## config.mk

```make
export PLATFORM = sky130hd
export DESIGN_NAME = if_id_stage
export DESIGN_NICKNAME = d
export VERILOG_FILES = /design/src/rtl/if_id_stage.sv
export SDC_FILE = /design/constraint.sdc
export NUM_CORES = 1
export LEC_CHECK = 0
export CORE_MARGIN = 2
export CORE_UTILIZATION = 25
export DETAILED_ROUTE_END_ITERATION = 8
export GPL_TIMING_DRIVEN = 0
export SYNTH_ARGS = -nofsm -noshare
export SYNTH_HDL_FRONTEND = slang
export SYNTH_SLANG_ARGS = --single-unit
```

## constraint.sdc

```tcl
create_clock -name clk -period 2.1 [get_ports clk]
set_input_delay 0.21 -clock clk [delete_from_list [all_inputs] [get_ports clk]]
set_output_delay 0.21 -clock clk [all_outputs]
set_load 0.005 [all_outputs]
```

## src/rtl/if_id_stage.sv

```systemverilog
// IF/ID pipeline register with valid/ready handshake, hazard stall/flush,
// NOP injection on bubbles and a one-entry skid buffer so fetch can keep
// streaming while decode applies back-pressure.
//
// Handshake: a beat moves across an interface only on a cycle where both
// valid and ready are high at the rising clock edge. Upstream: inValid/inReady.
// Downstream: outValid/(outReady & ~stall). A producer holding valid must keep
// its payload stable until the beat is taken. inReady is driven straight from
// a register (NOT skidValid), so it has no combinational path from outReady,
// stall or flush.
module if_id_stage #(
    parameter int               XLEN = 32,
    parameter int               ILEN = 32,
    parameter logic [ILEN-1:0]  NOP  = 'h00000013
) (
    input  logic            clk,
    input  logic            reset,
    input  logic            inValid,
    output logic            inReady,
    input  logic [XLEN-1:0] pc,
    input  logic [XLEN-1:0] pcAdd4,
    input  logic [ILEN-1:0] inst,
    input  logic            stall,
    input  logic            flush,
    output logic            outValid,
    input  logic            outReady,
    output logic [XLEN-1:0] pcOut,
    output logic [XLEN-1:0] pcAdd4Out,
    output logic [ILEN-1:0] instOut
);

    // Main slot: drives the outputs directly.
    logic            r_out_valid;
    logic [XLEN-1:0] r_pc_out;
    logic [XLEN-1:0] r_pc4_out;
    logic [ILEN-1:0] r_inst_out;

    // Skid slot: catches the one beat accepted while the main slot is held.
    logic            r_skid_valid;
    logic [XLEN-1:0] r_skid_pc;
    logic [XLEN-1:0] r_skid_pc4;
    logic [ILEN-1:0] r_skid_inst;

    logic w_in_fire;
    logic w_out_fire;
    logic w_main_free;

    // Handshake qualifiers; the stall from the hazard unit gates downstream ready.
    always_comb begin
        w_in_fire   = inValid & ~r_skid_valid;
        w_out_fire  = r_out_valid & outReady & ~stall;
        w_main_free = ~r_out_valid | w_out_fire;
    end

    // Slot update: flush kills everything, otherwise refill main from skid
    // first (keeps FIFO order), then from the input; a held main parks the
    // incoming beat in the skid slot.
    always_ff @(posedge clk or negedge reset) begin
        if (!reset) begin
            r_out_valid  <= 1'b0;
            r_pc_out     <= '0;
            r_pc4_out    <= '0;
            r_inst_out   <= NOP;
            r_skid_valid <= 1'b0;
            r_skid_pc    <= '0;
            r_skid_pc4   <= '0;
            r_skid_inst  <= '0;
        end else if (flush) begin
            // PC fields intentionally hold; only the instruction becomes a NOP.
            r_out_valid  <= 1'b0;
            r_skid_valid <= 1'b0;
            r_inst_out   <= NOP;
        end else if (w_main_free) begin
            if (r_skid_valid) begin
                r_out_valid  <= 1'b1;
                r_pc_out     <= r_skid_pc;
                r_pc4_out    <= r_skid_pc4;
                r_inst_out   <= r_skid_inst;
                r_skid_valid <= w_in_fire;
                if (w_in_fire) begin
                    r_skid_pc   <= pc;
                    r_skid_pc4  <= pcAdd4;
                    r_skid_inst <= inst;
                end
            end else if (w_in_fire) begin
                r_out_valid <= 1'b1;
                r_pc_out    <= pc;
                r_pc4_out   <= pcAdd4;
                r_inst_out  <= inst;
            end else begin
                // Bubble: inject a NOP, keep the last PC for debug visibility.
                r_out_valid <= 1'b0;
                r_inst_out  <= NOP;
            end
        end else if (w_in_fire) begin
            r_skid_valid <= 1'b1;
            r_skid_pc    <= pc;
            r_skid_pc4   <= pcAdd4;
            r_skid_inst  <= inst;
        end
    end

    // Output drive straight from registers.
    always_comb begin
        inReady   = ~r_skid_valid;
        outValid  = r_out_valid;
        pcOut     = r_pc_out;
        pcAdd4Out = r_pc4_out;
        instOut   = r_inst_out;
    end

endmodule

```

* Yosys cells after proc, flatten, opt, wreduce, memory -nomap -nowiden
Cells that the tools add are included.
** Operators by class
- Divide/modulo/power cells :: 0
- Add/sub/neg operators :: 0
- Equality and inequality tests :: 1
- Reduce and logical (&&, ||, !) cells :: 5
- Mux-type cells :: 25
- Shift operators :: 0
- Multiply operators :: 0
- Bitwise logic cells :: 8
- Order comparisons :: 0
** Operators with widths (count)
- $mux W32 :: 17
- $mux W1 :: 8
- $not A1 Y1 :: 4
- $reduce_bool A2 Y1 :: 2
- $and A1 B1 Y1 :: 3
- $reduce_and A3 Y1 :: 1
- $reduce_bool A3 Y1 :: 1
- $ne A2 B2 Y1 const B :: 1
- $reduce_and A2 Y1 :: 1
- $or A1 B1 Y1 :: 1
** Word-level totals
- Bits in registers :: 194
- Memories :: 0
- Word-level logic and storage cells :: 47
- Latch bits :: 0
- Bits in read-only memories :: 0
- RAM bits :: 0

* Longest topological paths before layout
Gate-level depths: netlist (run 1).
- Word-level depth :: 6
- Mapped depth :: 7

* Least setup slack after synthesis (run 1)
OpenSTA, ideal clock, no wires.
- Kind :: reg2reg
- Start point :: register r_skid_valid
- End point :: register r_skid_inst[0]
- Path slack :: 0.325 ns
- Period minus slack after synthesis :: 1.775 ns
- Data required time :: 1.975 ns
- Path buffers :: 4
- Data arrival time :: 1.650 ns
- Stages on the path, launching flop included :: 8
- Library setup time :: 0.125 ns
- Cells stage by stage :: dfrtp_1 buf_6 nand2b_4 or3_1 buf_2 buf_6 buf_6 mux2_4
** On the way
- Cells in the longest elaborated chain, start to end :: 5
- Elaborated cells between the ends (all ways) :: 7
** Ends and longest elaborated chain
- start: declaration :: line 39 : logic r_skid_valid;
- start signal: assignment :: line 79 : r_skid_valid <= w_in_fire;
- $not A1 Y1 :: line 50 : w_in_fire = inValid & ~r_skid_valid;
- $and A1 B1 Y1 :: line 50
- $mux W32 (3 in series)
- end signal: assignment :: line 83 : r_skid_inst <= inst;
- end signal: assignment :: line 99 : r_skid_inst <= inst;
- end: declaration :: line 42 : logic [ILEN-1:0] r_skid_inst;
Parallel ways exist; a longest one is shown, timed or not. The select of a mux whose other input is x is not followed.
A chain may end at the register's enable or synchronous reset.

* Final worst setup path (run 1)
- Start point :: register r_skid_valid
- End point :: register r_skid_pc4[28]
** On the way
- Cells in the longest elaborated chain, start to end :: 5
- Elaborated cells between the ends (all ways) :: 7
** Ends and longest elaborated chain
- $not A1 Y1 :: line 50
- $and A1 B1 Y1 :: line 50
- $mux W32 (3 in series)
- end signal: assignment :: line 82 : r_skid_pc4 <= pcAdd4;
- end signal: assignment :: line 98 : r_skid_pc4 <= pcAdd4;
- end: declaration :: line 41 : logic [XLEN-1:0] r_skid_pc4;
Parallel ways exist; a longest one is shown, timed or not. The select of a mux whose other input is x is not followed.

==> results of run 1 <==
## metal layers
metal / part of all wire / global-route usage / up-vias
met5: 0 / 0 / -
met3: 0.070 / 0.0427 / 9
li1: - / - / 2416
met1: 0.47 / 0.169 / 2688
met2: 0.45 / 0.184 / 145
met4: 0.0087 / 0.0311 / 0
## metrics by stage
| step | std cells | instance area [um^2] |
|---|---|---|
| finish | 1211 | 11600 |
| global route | 1210 | 11600 |
| CTS | 1210 | 11600 |
| detailed placement | 1176 | 10900 |
| global placement | 1175 | 10900 |
| floorplan | 534 | 8340 |
## report_power, final
part / switching, uW / total (uW) / internal (uW)
registers: 474 / 5160 / 4690
clock network: 1500 / 3330 / 1830
logic: 761 / 2490 / 1730
## path summary, 6_finish.rpt
path                                               to  cells past startpoint  slack, ns
setup / recovery           r_skid_pc4[28]$_DFFE_PN0P_                      7       0.11
hold / removal                instOut[18]$_DFFE_PN0P_                      2       0.38
setup reg to reg           r_skid_pc4[28]$_DFFE_PN0P_                      7       0.11
hold reg to reg                 pcOut[18]$_DFFE_PN0P_                      1       0.49
max in group asynchronous    pcAdd4Out[7]$_DFFE_PN0P_                      3       0.77
min in group clk               instOut[1]$_DFFE_PN1P_                      3       0.40
## worst reg2reg max path, stage by stage (launching register included)
cell	delay (ns)
dfrtp_1	0.37
buf_6	0.13
nand2b_4	0.15
or3_1	0.34
buf_2	0.20
buf_6	0.19
buf_6	0.18
mux2_4	0.31
## cells in the mapped netlist (2+ instances only)
master     count  area (um^2)
dfrtp_1      191         4780
mux2_2       179         2020
mux2_4        40          601
a22oi_1       29          218
o2bb2ai_1     29          254
clkbuf_1      17         63.8
buf_2         13         65.1
buf_6          6         67.6
mux2_1         5         56.3
a2bb2oi_1      3         26.3
dfstp_2        3         78.8
nand2b_1       3         18.8
nor2_1         3         11.3
o22ai_1        3         18.8
nor2b_1        2         12.5
## flip-flops by register name, indices dropped and copies added, names as in the netlist
signal and count:
r_skid_valid 1, r_skid_inst 32, pcOut 32, r_skid_pc 32
instOut 32, pcAdd4Out 32, r_skid_pc4 32, outValid 1
## kinds of logic after synthesis
group | after synthesis
buffers and inverters | 38
AND/OR/NAND/NOR | 10
multiplexers | 224
AO/OA/AOI/OAI | 68
flip-flops | 194
## cell type report
type	instances	area, um^2	share of cell area
sequential	194	4860	0.420
clock buffer	21	460	0.0398
tap	442	553	0.0478
multi-input combinational	302	3290	0.284
timing repair buffer	203	2060	0.178
buffer	37	215	0.0186
inverter	1	3.75	0.000324
antenna	1	2.50	0.000216
clock inverter	10	126	0.0109
## repair_timing
| action | 4_1_cts | 5_1_grt |
|---|---|---|
| pin swaps | 1 | 0 |
| endpoints found under the setup margin | 65 | 30 |
| hold buffers | 1 | 0 |
| setup buffers | 2 | 0 |
| hold endpoints to repair | 95 | 0 |
| gates resized for setup | 5 | 9 |
==> impl_metrics.py, run 1 <==
metrics = {
    "outcome": {
        "outcome": "finished, final reports clean",
    },
    "global_route": {
        "overflow": 0,
        "antenna_found_initial": 0,
        "grt_use_total": 0.123,
        "grt_max_degree": 100,
        "first_global_vias": 5584,
        "grt_pass1_wl_mm": 33.4,
    },
    "setup_path": {
        "cpPeakStageDelay_ns": 0.37,
        "startpoint_type": "register",
        "critPathKind": "reg -> reg",
        "crit_required_ns": 2.41,
        "worstPathCellList": "buf_6 -> nand2b_4 -> or3_1 -> buf_2 -> buf_6 -> buf_6 -> mux2_4",
        "worstPathArrival_ns": 2.31,
        "path_buf_inv": 4,
        "worst_path_most_repeated_cell": "buf_6",
        "critPathLaunch": "r_skid_valid$_DFFE_PN0P_",
        "endpoint_kind": "register",
        "crit_path_top_delay_cell": "dfrtp_1",
        "critical_path_peak_fanout": 10,
        "cp_top_family": "buffers and inverters",
        "timing.rr.start": "r_skid_valid$_DFFE_PN0P_",
    },
    "drt": {
        "drtPass1Iterations": 4,
        "wire_per_inst_um": 17.1,
        "via_per_inst": 4.34,
        "totalWireLength_mm": 20.7,
        "drt_iter0_markers": 171,
        "ant_nets": 0,
        "via_count": 5258,
        "drc": 0,
    },
    "synth": {
        "synth_seq_cells": 194,
        "syn_avg_cell_area_um2": 15.6,
        "seq_area_frac_synth": 0.582,
        "ys.flop_type": "dfrtp_1",
        "synthCells": 534,
        "synthArstFlopShare": 1.00,
        "yosys-mux-area-fraction": 0.320,
        "yosys.area_share.simple": 0.00750,
        "synth_nets": 636,
        "netlist-cell-type-count": 23,
        "synthAdderAreaFrac": 0,
        "synth_edf_count": 0,
        "yosysWarnings": 0,
        "synth_top_family_by_area": "multiplexers",
        "synth_compound_area_frac": 0.0655,
        "synth_xor_area_frac": 0,
        "synth_area_um2": 8340,
    },
    "final_layout": {
        "final_util": 0.354,
        "num-nets-final": 858,
        "area_growth_pct": 38.7,
        "layout_common_cells": "197 x clkdlybuf4s50_1, 191 x dfrtp_1, 179 x mux2_2",
        "fill_cells": 3200,
        "drive_gt1_frac": 0.366,
        "final_common_cell": "clkdlybuf4s50_1",
    },
    "timing": {
        "worst_pin_slew_ns": 0.811,
        "rsz0062_at_grt": "false",
        "fin_crit_sh": 0.948,
        "fmax_mhz": 502,
        "skew_ns": 0.00720,
        "layout_setup_ws_ns": 0.109,
        "hold_violations": 0,
        "tns_ns": 0,
        "slew_headroom": 0.459,
        "finalCriticalPeriod_ns": 1.99,
        "finalSetupViolCount": 0,
        "drv_slew": 0,
        "timing.hold.ws_ns": 0.383,
    },
    "placement": {
        "gp_congestion": 0.713,
        "post-dp-hpwl_mm": 13.8,
        "io_buffers": 199,
        "dp_slack_ns": -0.787,
    },
    "die": {
        "num_io_pins": 200,
        "core_area_um2": 32700,
        "start_util": 0.255,
        "fp.dieArea_um2": 34900,
        "fp.dieW_um": 187,
        "rows": 66,
        "die_y_um": 187,
    },
    "cts": {
        "path_clk_slew_ns": 0.08,
        "cts_num_sinks": 194,
        "clockRootBuffer": "clkbuf_16",
        "numCtsBuffers": 17,
        "clk_path_buf_depth": 2,
        "cts_tree": "done",
        "insertion_delay_ns": 0.44,
        "htreeDepth": 4,
    },
    "power_and_ir_drop": {
        "vdd_drop_max_v": 0.000544,
        "leakage_uw": 0.00482,
        "pwr_density_cell_nw_per_um2": 950,
        "power_uw": 11000,
    },
    "run": {
        "drv_cap": 0,
    },
    "min_path": {
        "hold_class": "in -> async",
    },
}
No activity file was read; power rests on OpenSTA's default activity.
==> run 2: changes to the inputs <==
--- a/config.mk
+++ b/config.mk
@@ -5,6 +5,7 @@
 export SDC_FILE = /design/constraint.sdc
 export NUM_CORES = 1
 export LEC_CHECK = 0
+export CAP_MARGIN = 20
 export CORE_MARGIN = 2
 export CORE_UTILIZATION = 25
 export DETAILED_ROUTE_END_ITERATION = 8
==> run 2 against run 1 <==
Against the previous run:
- clock power grew 2%
- first-iteration DRC count shrank 19%
- count of clock-buffer cells in the layout shrank 3
- fmax shrank 0.61%
- combinational power is essentially flat
- worst setup slack lost 0.012 ns
- cell count is essentially flat
- global-route usage is essentially flat
- sequential power is essentially flat
- clock skew grew 0.0025 ns
- critical endpoint is now r_skid_pc4[29]$_DFFE_PN0P_
- largest power group unchanged
- highest routed layer unchanged
==> impl_metrics.py, run 2 (synthesis results as in run 1) <==
metrics = {
    "timing": {
        "finalCriticalPeriod_ns": 2.00,
        "fin_crit_sh": 0.954,
        "drv_slew": 0,
        "fmax_mhz": 499,
        "rsz0062_at_grt": "false",
        "skew_ns": 0.00968,
        "layout_setup_ws_ns": 0.0963,
        "finalSetupViolCount": 0,
        "slew_headroom": 0.460,
        "worst_pin_slew_ns": 0.810,
        "tns_ns": 0,
        "hold_violations": 0,
    },
    "drt": {
        "via_count": 5254,
        "wire_per_inst_um": 17.1,
        "drt_iter0_markers": 138,
        "totalWireLength_mm": 20.7,
        "ant_nets": 0,
        "drc": 0,
        "drtPass1Iterations": 4,
        "via_per_inst": 4.34,
    },
    "global_route": {
        "busiest_layer": "met2",
        "met1_usage": 0.172,
        "grt_pass1_wl_mm": 33.3,
        "antenna_found_initial": 0,
        "first_global_vias": 5500,
        "grt_use_met2": 0.180,
        "grt_util_met3": 0.0448,
        "grt_max_degree": 100,
        "overflow": 0,
        "grt_use_total": 0.123,
    },
    "setup_path": {
        "cp_top_family": "buffers and inverters",
        "worstPathArrival_ns": 2.33,
        "critPathKind": "reg -> reg",
        "critical_path_peak_fanout": 10,
        "path_buf_inv": 4,
        "crit_required_ns": 2.43,
        "endpoint_kind": "register",
        "worstPathCellList": "buf_6 -> nand2b_4 -> or3_1 -> buf_2 -> buf_6 -> buf_6 -> mux2_4",
        "worst_path_most_repeated_cell": "buf_6",
        "crit_path_top_delay_cell": "dfrtp_1",
        "reg2reg_slack_ns": 0.1,
        "startpoint_type": "register",
        "cpPeakStageDelay_ns": 0.37,
    },
    "cts": {
        "htreeDepth": 4,
        "cts_num_sinks": 194,
        "clk_path_buf_depth": 2,
        "numCtsBuffers": 17,
        "cts_tree": "done",
        "insertion_delay_ns": 0.44,
        "cts_setup_buffers": 0,
        "clockRootBuffer": "clkbuf_16",
        "path_clk_slew_ns": 0.08,
    },
    "die": {
        "die_y_um": 187,
        "start_util": 0.255,
        "rows": 66,
        "fp.dieArea_um2": 34900,
        "fp.dieW_um": 187,
        "num_io_pins": 200,
        "core_area_um2": 32700,
    },
    "placement": {
        "gp_congestion": 0.713,
        "dp_slack_ns": -0.403,
        "io_buffers": 199,
        "placed_cells": 1177,
        "post-dp-hpwl_mm": 13.9,
    },
    "final_layout": {
        "drive_gt1_frac": 0.370,
        "finalNonFillerCells": 1210,
        "layout_common_cells": "197 x clkdlybuf4s50_1, 191 x dfrtp_1, 179 x mux2_2",
        "final_common_cell": "clkdlybuf4s50_1",
        "num-nets-final": 857,
        "area_growth_pct": 38.6,
        "antenna_cells": 0,
    },
    "power_and_ir_drop": {
        "vdd_drop_max_v": 0.000557,
        "pwr_density_cell_nw_per_um2": 956,
        "leakage_uw": 0.00483,
    },
    "run": {
        "drv_cap": 0,
    },
    "outcome": {
        "outcome": "finished, final reports clean",
    },
    "min_path": {
        "hold_class": "in -> async",
    },
}
## run 2: changes by cell type in the layout (fill, tap and decap cells not counted), moves of 2 or more
cell,change
clkinvlp_4,-2
clkbuf_1,-3
inv_6,+3
inv_8,+2
## run 2: cell type report
class                      instances  area (um^2)
buffer                            37          219
timing repair buffer             202         2040
multi-input combinational        302         3290
tap                              442          553
fill                            3216        21100
clock inverter                    14          165
sequential                       194         4860
inverter                           1         3.75
clock buffer                      18          429
## run 2: report_power, final
group | internal [uW] | leakage [uW] | total (uW) | switching (uW)
logic | 1730 | 0.00218 | 2490 | 758
clock network | 1800 | 0.000291 | 3400 | 1600
registers | 4690 | 0.00236 | 5170 | 476
## run 2: metrics by stage
step / hold slack [ns] / cell area, um^2 / power [uW] / utilization
after floorplan: -0.0856 / 8340 / 6420 / -
after global placement: 0.472 / 10900 / 7680 / 0.333
after detailed placement: 0.307 / 10900 / 7740 / 0.334
after CTS: 0.363 / 11600 / 11300 / 0.353
after global routing: 0.378 / 11600 / 11700 / 0.354
final: 0.355 / 11600 / 11100 / 0.354
## run 2: per-layer routing
metal / routed length [um] / up-vias / share of wire
met5: 0 / - / 0
met4: 206 / 0 / 0.0099
met3: 1270 / 16 / 0.061
met2: 9150 / 141 / 0.44
met1: 10100 / 2687 / 0.49
li1: - / 2410 / -
## run 2: path summary, 6_finish.rpt
| check | from | endpoint | cells after the start |
|---|---|---|---|
| min in group clk | inst[1] | instOut[1]$_DFFE_PN1P_ | 3 |
| worst max register to register | r_skid_valid$_DFFE_PN0P_ | r_skid_pc4[29]$_DFFE_PN0P_ | 7 |
| max in group asynchronous | reset | r_skid_pc4[9]$_DFFE_PN0P_ | 3 |
| worst min-delay path | reset | r_skid_inst[18]$_DFFE_PN0P_ | 2 |
| worst max-delay path | r_skid_valid$_DFFE_PN0P_ | r_skid_pc4[29]$_DFFE_PN0P_ | 7 |
| worst min register to register | pcOut[18]$_DFFE_PN0P_ | pcOut[18]$_DFFE_PN0P_ | 1 |
## run 2: repair_timing
item	in CTS	in global routing
pin swaps	0	1
setup endpoints to repair	39	27
hold endpoints to repair	95	0
resized for setup	7	10
hold buffers	1	0
==> run 3: changes to the inputs <==
--- a/config.mk
+++ b/config.mk
@@ -6,10 +6,13 @@
 export NUM_CORES = 1
 export LEC_CHECK = 0
 export CAP_MARGIN = 20
+export CELL_PAD_IN_SITES_DETAIL_PLACEMENT = 0
+export CELL_PAD_IN_SITES_GLOBAL_PLACEMENT = 1
 export CORE_MARGIN = 2
 export CORE_UTILIZATION = 25
 export DETAILED_ROUTE_END_ITERATION = 8
 export GPL_TIMING_DRIVEN = 0
+export PLACE_DENSITY_LB_ADDON = 0.1
 export SYNTH_ARGS = -nofsm -noshare
 export SYNTH_HDL_FRONTEND = slang
 export SYNTH_SLANG_ARGS = --single-unit
==> run 3 against run 2 <==
Against the previous run:
- non-clock buffer count unchanged
- fmax decreased by 1.1%
- utilization increased by 0.11 points
- clock power increased by 5.9%
- combinational power about the same
- cell count about the same
- sequential power about the same
- register-to-register slack got worse by 0.02 ns
- critical endpoint is now r_skid_inst[0]$_DFFE_PN0P_
- largest cell class unchanged
==> impl_metrics.py, run 3 (synthesis results as in run 1) <==
metrics = {
    "outcome": {
        "outcome": "finished, final reports clean",
    },
    "drt": {
        "wire_per_inst_um": 18.2,
        "highest_layer": "met4",
        "totalWireLength_mm": 22.0,
        "drt_iter0_markers": 194,
        "ant_nets": 0,
        "wl_met3_mm": 1.56,
        "via_per_inst": 4.37,
        "wl_met2_mm": 10.1,
        "drtPass1Iterations": 4,
        "wl_met1_mm": 10.0,
        "drc": 0,
        "via_count": 5295,
    },
    "placement": {
        "io_buffers": 199,
        "placed_cells": 1177,
        "post-dp-hpwl_mm": 15.2,
        "gp_congestion": 0.716,
        "dp_slack_ns": -0.241,
    },
    "final_layout": {
        "drive_gt1_frac": 0.367,
        "finalNonFillerCells": 1211,
        "seq_area_um2": 4860,
        "area_growth_pct": 39.0,
        "num-nets-final": 857,
        "layout_common_cells": "197 x clkdlybuf4s50_1, 191 x dfrtp_1, 179 x mux2_2",
        "final_common_cell": "clkdlybuf4s50_1",
        "fill_cells": 3215,
        "final_util": 0.355,
        "multi_input_area_um2": 3280,
    },
    "timing": {
        "fin_crit_sh": 0.965,
        "worst_pin_slew_ns": 0.890,
        "finalCriticalPeriod_ns": 2.03,
        "timing.hold.ws_ns": 0.404,
        "fmax_mhz": 494,
        "hold_violations": 0,
        "drv_slew": 0,
        "skew_ns": 0.00845,
        "layout_setup_ws_ns": 0.0739,
        "rsz0062_at_grt": "false",
        "finalSetupViolCount": 0,
        "slew_headroom": 0.407,
    },
    "global_route": {
        "grt_max_degree": 111,
        "first_global_vias": 5906,
        "grt_use_total": 0.130,
        "grt_pass1_wl_mm": 34.7,
        "overflow": 0,
        "antenna_found_initial": 1,
    },
    "power_and_ir_drop": {
        "vdd_drop_max_v": 0.000553,
        "power_uw": 11300,
        "leakage_uw": 0.00485,
        "pwr_density_cell_nw_per_um2": 973,
    },
    "cts": {
        "cts_tree": "done",
        "cts_num_sinks": 194,
        "path_clk_slew_ns": 0.07,
        "clk_path_buf_depth": 2,
        "clockRootBuffer": "clkbuf_16",
        "htreeDepth": 4,
        "numCtsBuffers": 17,
        "insertion_delay_ns": 0.44,
    },
    "min_path": {
        "worstHoldPathCells": 2,
        "hp-start": "pc[27]",
        "hold_class": "in -> reg",
        "whs_endpoint": "r_skid_pc[27]$_DFFE_PN0P_",
    },
    "run": {
        "drv_cap": 0,
    },
    "setup_path": {
        "critPathKind": "reg -> reg",
        "timing.rr.start": "r_skid_valid$_DFFE_PN0P_",
        "critPathLaunch": "r_skid_valid$_DFFE_PN0P_",
        "endpoint_kind": "register",
        "critical_path_peak_fanout": 10,
        "r2r_end": "r_skid_inst[0]$_DFFE_PN0P_",
        "startpoint_type": "register",
        "worstPathArrival_ns": 2.35,
        "rr_worst_depth": 7,
        "reg2reg_slack_ns": 0.07,
        "crit_required_ns": 2.42,
    },
    "die": {
        "rows": 66,
        "fp.dieW_um": 187,
        "core_area_um2": 32700,
        "num_io_pins": 200,
        "die_y_um": 187,
        "fp.dieArea_um2": 34900,
        "start_util": 0.255,
    },
}
run 3: what timing repair did:
item | CTS | global route
resized for setup | 4 | 7
setup buffers | 0 | 0
endpoints found under the setup margin | 29 | 24
endpoints found under the hold margin | 109 | 0
hold buffers | 1 | 0
run 3: area by class of cell:
cell class	count	share of cell area
sequential	194	0.419
antenna	1	0.000216
clock inverter	12	0.0152
timing repair buffer	202	0.176
tap	442	0.0477
multi-input combinational	302	0.283
clock buffer	20	0.0402
inverter	1	0.000324
buffer	37	0.0181
run 3: worst max-delay path: stages, from the launching register on:
cell and delay, ns:
dfrtp_1 0.37, buf_6 0.13, nand2b_4 0.15, or3_1 0.36
buf_2 0.21, buf_6 0.19, buf_6 0.18, mux2_4 0.30
run 3: how the worst max path moves through the flow:
stage / cells after the start / slack [ns] / to
2_1_floorplan: 7 / 0.32 / r_skid_inst[0]$_DFFE_PN0P_
3_3_place_gp: 1 / -7.64 / r_skid_pc4[9]$_DFFE_PN0P_
3_5_place_dp: 6 / -0.24 / pcAdd4Out[30]$_DFFE_PN0P_
4_1_cts: 7 / 0.04 / r_skid_inst[0]$_DFFE_PN0P_
5_1_grt: 7 / 0.00008 / r_skid_pc4[30]$_DFFE_PN0P_
6_report: 7 / 0.07 / r_skid_inst[0]$_DFFE_PN0P_
run 3: power by group:
| group | internal [uW] | switching (uW) | leakage (uW) |
|---|---|---|---|
| registers | 4690 | 483 | 0.00236 |
| clock network | 2090 | 1500 | 0.000313 |
| logic | 1730 | 784 | 0.00217 |
| total | 8510 | 2770 | 0.00485 |
run 3: routing by layer:
metal / vias to the layer above / global-route usage
li1: 2407 / -
met1: 2736 / 0.163
met2: 135 / 0.205
met3: 17 / 0.0549
met4: 0 / 0.0372
met5: - / 0
run 3: stage by stage:
stage	area (um^2)	TNS (ns)
6_report	11600	0
5_1_grt	11600	0
4_1_cts	11600	0
3_5_place_dp	10900	-18.97
3_3_place_gp	10900	-1521.02
2_1_floorplan	8340	0
